$ cat src/rtl/gpreg.sv
// ============================================================================
// Module   : gpreg
// Brief    : 32 x 8-bit general-purpose register file, two async read ports,
//            one synchronous write port addressed by rA.
// Revision : 1.0 - initial release
// ============================================================================
`default_nettype none

module gpreg (
  input  logic [4:0] rA,
  input  logic [4:0] rB,
  input  logic [7:0] data_in,
  input  logic       clk,
  input  logic       reset,
  input  logic       we,
  output logic [7:0] outA,
  output logic [7:0] outB
);

  localparam int c_DEPTH = 32;

  logic [7:0] r_regs [0:c_DEPTH-1];

  // Reset dominates a coincident write edge; register 0 is fully writable.
  always_ff @(posedge clk or posedge reset) begin
    if (reset) begin
      for (int i = 0; i < c_DEPTH; i++) begin
        r_regs[i] <= 8'h00;
      end
    end else if (we) begin
      r_regs[rA] <= data_in;
    end
  end

  // Reads are combinational, so a write is only visible after its edge.
  assign outA = r_regs[rA];
  assign outB = r_regs[rB];

endmodule

`default_nettype wire

$ cat config.mk
export PLATFORM = sky130hd
export DESIGN_NAME = gpreg
export DESIGN_NICKNAME = d
export VERILOG_FILES = /design/src/rtl/gpreg.sv
export SDC_FILE = /design/constraint.sdc
export NUM_CORES = 1
export LEC_CHECK = 0
export CAP_MARGIN = 0
export CORE_MARGIN = 2
export CORE_UTILIZATION = 30
export DETAILED_ROUTE_END_ITERATION = 12
export HOLD_SLACK_MARGIN = 0.1
export PLACE_DENSITY_LB_ADDON = 0.05
export REMOVE_ABC_BUFFERS = 1
export SLEW_MARGIN = 20
export SYNTH_ARGS = -nofsm -noshare
export SYNTH_HDL_FRONTEND = slang
export SYNTH_SLANG_ARGS = --single-unit
$ cat constraint.sdc
create_clock -name clk -period 10.5 [get_ports clk]
set_input_delay 2.1 -clock clk [delete_from_list [all_inputs] [get_ports clk]]
set_output_delay 2.1 -clock clk [all_outputs]
set_load 0.005 [all_outputs]
# --- After elaboration in Yosys (flattened, before gate mapping) ---
# Index checks and enable logic that the tools add are counted.
word_totals:
  register_bits: 256
  out_inout_bits: 16
classes:
  n_bitwise: 2
  magnitude_cmp: 3
  n_reduce_logical: 1
  mux: 9
ops:
  columns: ["operator", "count"]
  rows:
  - ["$bwmux W256", 1]
  - ["$bmux W8 S5", 2]
  - ["$demux W8 S5", 1]
  - ["$mux W8", 5]
  - ["$ge A6 B6 Y1 const B", 2]
  - ["$not A5 Y6", 2]
  - ["$lt A6 B1 Y1 const B", 1]
  - ["$logic_and A1 B1 Y1", 1]

# --- Longest topological paths before layout ---
# Gate-level depths: netlist of run 1.
depth:
  depth_word: 6
  depth_mapped: 6
  ltp_nobuf: 3

# --- Least setup slack after synthesis of run 1 ---
# Ideal clock, no wire load.
synth_path:
  path_kind: "input port to output port"
  start: "in rB[2]"
  end: "out outB[0]"
  t_arrival_ns: 3.715
  stages: 6
  setup_slack_ns: 4.685
  n_path_buf: 3
  path_cell_list: "buf_4 -> buf_4 -> buf_2 -> mux4_2 -> mux4_2 -> mux2_2"
synth_via:
  elab_chain_len: 4
synth_lines:
  columns: ["item", "line_no", "rtl"]
  rows:
  - ["start, declared", "11", "input logic [4:0] rB,"]
  - ["$not A5 Y6 (not written as such)", "37", "assign outB = r_regs[rB];"]
  - ["$bmux W8 S5", "37", null]
  - ["$mux W8 (not written as such) (2 in a row)", "37", null]
  - ["end, declared", "17", "output logic [7:0] outB"]
# Every way passes these cells. The select of a mux whose other input is x is not followed.

# --- Worst setup path in the final report of run 1 ---
layout_path:
  start: "in rB[1]"
  end: "out outB[7]"
# The elaborated chain is that of the path after synthesis.

==> results of run 1 <==
## cell families (layout without fill, tap and decap cells)
logic type	after synthesis	after routing	share of synthesized area (%)
buf+inv	72	120	2.40
compound gates	32	32	1.77
mux	408	408	45.9
simple gates	60	60	2.61
flops	256	256	47.3
## power by group through the flow
stage	combinational [mW]	clock [mW]	sequential, mW
after detailed placement	0.639	0	1.35
after CTS	0.642	1.24	1.34
after global routing	0.673	1.29	1.36
after global placement	0.622	0	1.35
after floorplan	0.433	0	1.28
final	0.629	1.20	1.34
## cells in the mapped netlist (all sizes together)
cell type	n	share of area (%)
and3	1	0.046
nand2	8	0.22
mux4	144	24
nand3b	5	0.28
or3	1	0.046
nand4	8	0.37
mux2	264	22
nor3	1	0.074
dfrtp	256	47
nor2	24	0.78
nor3b	4	0.33
inv	1	0.028
a22oi	32	1.8
buf	28	1.2
or3b	3	0.19
nand3	2	0.074
and3b	3	0.19
clkbuf	43	1.2
## per-layer routing
layer	global-route usage, %	wire length, µm	vias up
met1	27.2	20100	4671
met5	0	0	-
met3	4.87	2650	61
met4	4.68	875	0
met2	31.7	21600	276
li1	-	-	3359
## area by class of cell
| class | instances | area (µm²) |
|---|---|---|
| fillers | 4162 | 28800 |
| well taps | 592 | 741 |
| clock buffers | 49 | 1030 |
| repair buffers | 61 | 512 |
| inverters | 1 | 11.3 |
| multi-input cells | 500 | 6820 |
| flip-flops and latches | 256 | 6410 |
| clock inverters | 9 | 124 |
## worst max-delay path by stage
stage                     startpoint        end  slack, ns  depth (start not counted)
final                          rB[1]    outB[7]       3.10                          6
after global routing           rB[1]    outB[7]       2.94                          6
after CTS                      rB[1]    outB[7]       3.04                          6
after detailed placement       rB[1]    outB[7]       3.05                          6
after global placement         rB[1]    outB[7]       3.09                          6
after floorplan                reset  r_regs[0]       1.36                          1
## stage by stage
stage / util, % / std cells
6_report: 35.2 / 1468
5_1_grt: 35.2 / 1468
4_1_cts: 35.3 / 1468
3_5_place_dp: 32.7 / 1410
3_3_place_gp: 32.7 / 1410
2_1_floorplan: - / 757
==> key figures, run 1 <==
Power
  • Switching share of power: 26.9%
  • Combinational Power Share: 19.8%
  • Post-route total power: around 3.2 mW
  • Leakage power: ~6.4 nW
  • Int Power: roughly 2.3 mW
  • Clock share of power: between 30 and 40%
  • Power Density: 203 nW/µm²
  • Sw Pwr: roughly 850 µW
  • Max IR drop VDD: 0.0000873 V
  • Flop pwr share: a little over two fifths

Clock network
  • Post_cts resized: 0
  • Setup Buffers After CTS: 0
  • H-tree Lvls: 2
  • Clock buffer count from CTS: 34
  • Worst-path clk slew: 0.05 ns
  • Clock root buffer: clkbuf_16
  • Clock buffer depth: 3
  • Clk sinks: 256
  • Insertion delay to the later sink of the worst-skew pair: between 0.5 and 0.6 ns
  • # hold bufs at CTS: 0
  • CTS tree: done

Worst setup path
  • R2r worst-path depth: 1
  • Critical Path Start Type: input pin
  • CP Cell Sequence: buf_4, buf_4, mux4_2, mux4_2, mux2_2, clkdlybuf4s50_1
  • Worst path bufs/invs: 3
  • CP max stage delay: 0.69 ns
  • Worst path required time: 8.40 ns
  • CP top delay family: buffers and inverters
  • Crit path max fanout: 36
  • CP arrival: roughly 5.3 ns
  • RR Startpoint: r_regs[212]
  • RR Endpoint: r_regs[212]
  • Kind of critical path: input pin to output pin
  • Reg2Reg Setup Slack: about 9.7 ns
  • Critical path's slowest cell: buf_4
  • Worst setup EP type: output pin

Floorplan
  • Core footprint: 44400 µm²
  • Rows: 77
  • Initial Utilization: 30.5%
  • Die X: between 200 and 250 µm
  • IO Pins: 37
  • Die H: 216 µm
  • Die Area: ~47000 µm²

GRT
  • Largest net degree at the start of global routing: 107
  • Initial antenna violation count: 1
  • Total gr overflow: 0
  • Vias in the first global route: 9015
  • Total track usage: 19.8%
  • Global-route wire length before repair: 66100 µm

STA
  • Slew Viols, Final: 0
  • Least-Margin Pin Slew: 1.13 ns
  • Max Clock Skew: 0 ns
  • Final Critical Period: ~7.4 ns
  • Setup tns final: 0 ns
  • RSZ-0062 raised after global routing: no
  • Final setup fails: 0
  • Fmax: 0.135 GHz
  • Hold_ws: 0.526 ns
  • Final setup margin: 3.10 ns
  • Final-report hold violation count: 0
  • Period utilization: between 70% and 80%
  • Max_slew headroom: between 20% and 30%

Min path
  • Worst Hold Endpoint: r_regs[78]
  • WHS Path Cells: 1
  • Hold Crit Class: register to register
  • Hold wc startpoint: r_regs[78]

Cells and area
  • Nets: a little under 900
  • Biggest regs: r_regs (256)
  • Antenna cells: 0
  • Largest reg by FF count: r_regs
  • Area growth syn-to-layout: 15.5%
  • Commonest non-fill, non-tap cells in the layout: mux2_2, dfrtp_1, mux4_2
  • Cell area after layout: 15600 µm²
  • Fraction of final layout cells with drive strength greater than 1: between 50% and 60%
  • Max reg flops: 256
  • Most common cell after layout, fill and taps aside: mux2_2

Placed design
  • DP Area: 14500 µm²
  • GPL Wtd Cong: between 0.8 and 0.9
  • Hpwl dp: approximately 29000 µm
  • PortBufs: 36
  • Dpl ws: 3.05 ns

Logic synthesis
  • Syn avg cell area: 16.4 µm²
  • Sequential area share after synthesis: 47.3%
  • Synth Register Bits: ~260
  • Post-synthesis instance area: roughly 14000 µm²
  • Post-Synthesis Cells: 828
  • Count of cell types in the netlist: 25
  • YS warnings: 0

Detailed routing
  • WL final: 45300 µm
  • Via count: 8367
  • Routed wire length per instance: just over 30 µm
  • Drt pass-1 iters: 5
  • DRC Markers: 0
  • Post-DRT Antenna Nets: 0
  • Violation count after the first detailed-route iteration: about 670
  • Vias/cell: 5.70

Run
  • Maxcap violations: 0

Run status
  • Status: complete, no violations
Power figures use the tool's default switching activity.
==> inputs of run 2 (changes only) <==
clock period = 6.5 ns   (was 10.5 ns; I/O delays follow)
==> run 2 against run 1 <==
Effect of this change:
- sequential cell count unchanged
- critical endpoint is now outA[5]
- global-route usage down 0.48 points
- clock skew unchanged
- total power up 62%
- utilization up 0.19 points
- critical path depth unchanged
- combinational power up 64%
- sequential power up 62%
- clock power up 63%
==> key figures, run 2 (same netlist as run 1, synthesis figures left out) <==
Detailed routing
  • DRC Markers: 0 (unchanged)
  • Vias/cell: 5.57 (-2.3%)
  • WL final: 44200 µm (-2.2%)
  • Violation count after the first detailed-route iteration: 703 (+5.6%)
  • Drt pass-1 iters: 4 (-1)
  • Routed wire length per instance: 30.0 µm (-2.6%)
  • Post-DRT Antenna Nets: 0 (unchanged)
  • Via count: 8201 (-2.0%)

Clock network
  • CTS tree: done
  • Clock buffer depth: 3 (unchanged)
  • Clk sinks: 256 (unchanged)
  • H-tree Lvls: 2 (unchanged)
  • Post_cts resized: 0 (unchanged)
  • Worst-path clk slew: 0.06 ns (about the same)
  • # hold bufs at CTS: 0 (unchanged)
  • Insertion delay to the later sink of the worst-skew pair: 0.53 ns (about the same)
  • Clock buffer count from CTS: 34 (unchanged)
  • Clock root buffer: clkbuf_16
  • Setup Buffers After CTS: 0 (unchanged)

STA
  • Least-Margin Pin Slew: 1.12 ns (-0.0125 ns)
  • Fmax: 0.183 GHz
  • Final Critical Period: ~5.5 ns
  • Slew Viols, Final: 0 (unchanged)
  • Hold_ws: 0.513 ns (-0.0133 ns)
  • Max_slew headroom: 25.2% (+0.72 points)
  • RSZ-0062 raised after global routing: no
  • Max Clock Skew: 0 ns (unchanged)
  • Period utilization: 84.3%
  • Final-report hold violation count: 0 (unchanged)
  • Final setup fails: 0 (unchanged)

Cells and area
  • Area growth syn-to-layout: 16.2%
  • Post-layout util: 35.4% (+0.19 points)
  • Most common cell after layout, fill and taps aside: mux2_2
  • Commonest non-fill, non-tap cells in the layout: mux2_2, dfrtp_1, mux4_2
  • Max reg flops: 256 (unchanged)
  • Area taken by multi-input logic gates: 6830 µm² (about the same)
  • Sequential cell area: 6410 µm² (unchanged)
  • Biggest regs: r_regs (256)
  • Nets: 876 (+0.11%)
  • Antenna cells: 0 (unchanged)
  • Fraction of final layout cells with drive strength greater than 1: 58.6% (+0.46 points)
  • Largest reg by FF count: r_regs
  • Total of fill cells in the finished design: 4215 (+1.3%)

Floorplan
  • IO Pins: 37 (unchanged)
  • Die Area: 46900 µm² (unchanged)
  • Die X: 216 µm (unchanged)
  • Rows: 77 (unchanged)
  • Core footprint: 44400 µm² (unchanged)
  • Die H: 216 µm (unchanged)
  • Initial Utilization: 30.5% (unchanged)

Worst setup path
  • Worst setup EP type: output pin
  • Critical Path Start Type: input pin
  • CP arrival: 4.18 ns (-1.12 ns)
  • Worst path required time: 5.20 ns (-3.20 ns)
  • Crit path max fanout: 40 (+11%)
  • Worst Setup SP: rA[0]
  • Kind of critical path: input pin to output pin
  • RR Startpoint: r_regs[10]

Placed design
  • GPL Wtd Cong: 0.752 (-6.5%)
  • PortBufs: 36 (unchanged)
  • Hpwl dp: 29800 µm (+1.8%)

Power
  • Power Density: 327 nW/µm² (+61%)
  • Max IR drop VDD: 0.000134 V (+53%)
  • Leakage power: 6.45 nW (+0.34%)

GRT
  • GRT Max-Usage Layer: met2
  • Vias in the first global route: 9171 (+1.7%)
  • Global-route wire length before repair: 65400 µm (-1.1%)
  • Initial antenna violation count: 1 (unchanged)
  • Met2 usage: 31.3% (-0.43 points)
  • Largest net degree at the start of global routing: 116 (+8.4%)
  • M3 GR Usage: 3.90% (-0.97 points)
  • Total gr overflow: 0 (unchanged)
  • Total track usage: 19.3% (-0.48 points)
  • Met1 Usage GRT: 26.4% (-0.82 points)

Min path
  • Hold Crit Class: register to register
  • Hold wc startpoint: r_regs[212]

Run status
  • Status: complete, no violations

Run
  • Maxcap violations: 0 (unchanged)
==> run 2: cell types whose count changed in the layout (fill, tap and decap cells not counted), moves of 2 or more <==
cell	previous run	this run
clkbuf_1	4	6
nor2_2	9	12
clkbuf_8	10	12
nor3b_2	2	4
buf_12	0	4
nor2_1	15	12
buf_4	28	26
clkinvlp_4	0	2
clkbuf_16	35	37
bufinv_16	3	1
==> run 2: critical path, stage by stage <==
cell and delay (ns):
buf_4 0.69, buf_12 0.34, mux4_2 0.54, a22oi_1 0.32, nand4_1 0.37, clkdlybuf4s50_1 0.56
==> run 2: through the flow <==
step,std cells,power [mW],setup slack (ns),setup TNS (ns),instance area (µm²)
floorplan,757,2.77,-1.84,-471.49,13200
global placement,1411,3.19,0.997,0,14600
detailed placement,1411,3.24,0.998,0,14600
CTS,1473,5.21,0.992,0,15700
global route,1473,5.38,0.883,0,15700
finish,1473,5.14,1.02,0,15700
==> run 2: worst paths after layout <==
check                               to  slack (ns)  depth (start not counted)
max reg2reg                 r_regs[10]        5.66                          1
min                        r_regs[212]        0.51                          1
max in group asynchronous   r_regs[16]        3.93                          3
min in group asynchronous   r_regs[12]        1.21                          2
max                            outA[5]        1.02                          6
min reg2reg                r_regs[212]        0.51                          1
==> run 2: area by class of cell <==
| class | instances | share of cell area, % |
|---|---|---|
| multi-input cells | 500 | 43.4 |
| flip-flops and latches | 256 | 40.7 |
| clock buffers | 55 | 7.08 |
| well taps | 592 | 4.71 |
| repair buffers | 62 | 3.60 |
| clock inverters | 7 | 0.414 |
| inverters | 1 | 0.0716 |
==> run 2: routing by layer <==
metal / wire (µm) / vias up
met4: 903 / 0
met3: 2150 / 55
met2: 21200 / 224
met5: 0 / -
met1: 20000 / 4572
li1: - / 3350
==> run 2: power by group <==
part | switching [mW] | internal [mW] | total, mW
logic | 0.395 | 0.633 | 1.03
clock network | 0.737 | 1.21 | 1.95
registers | 0.259 | 1.91 | 2.17
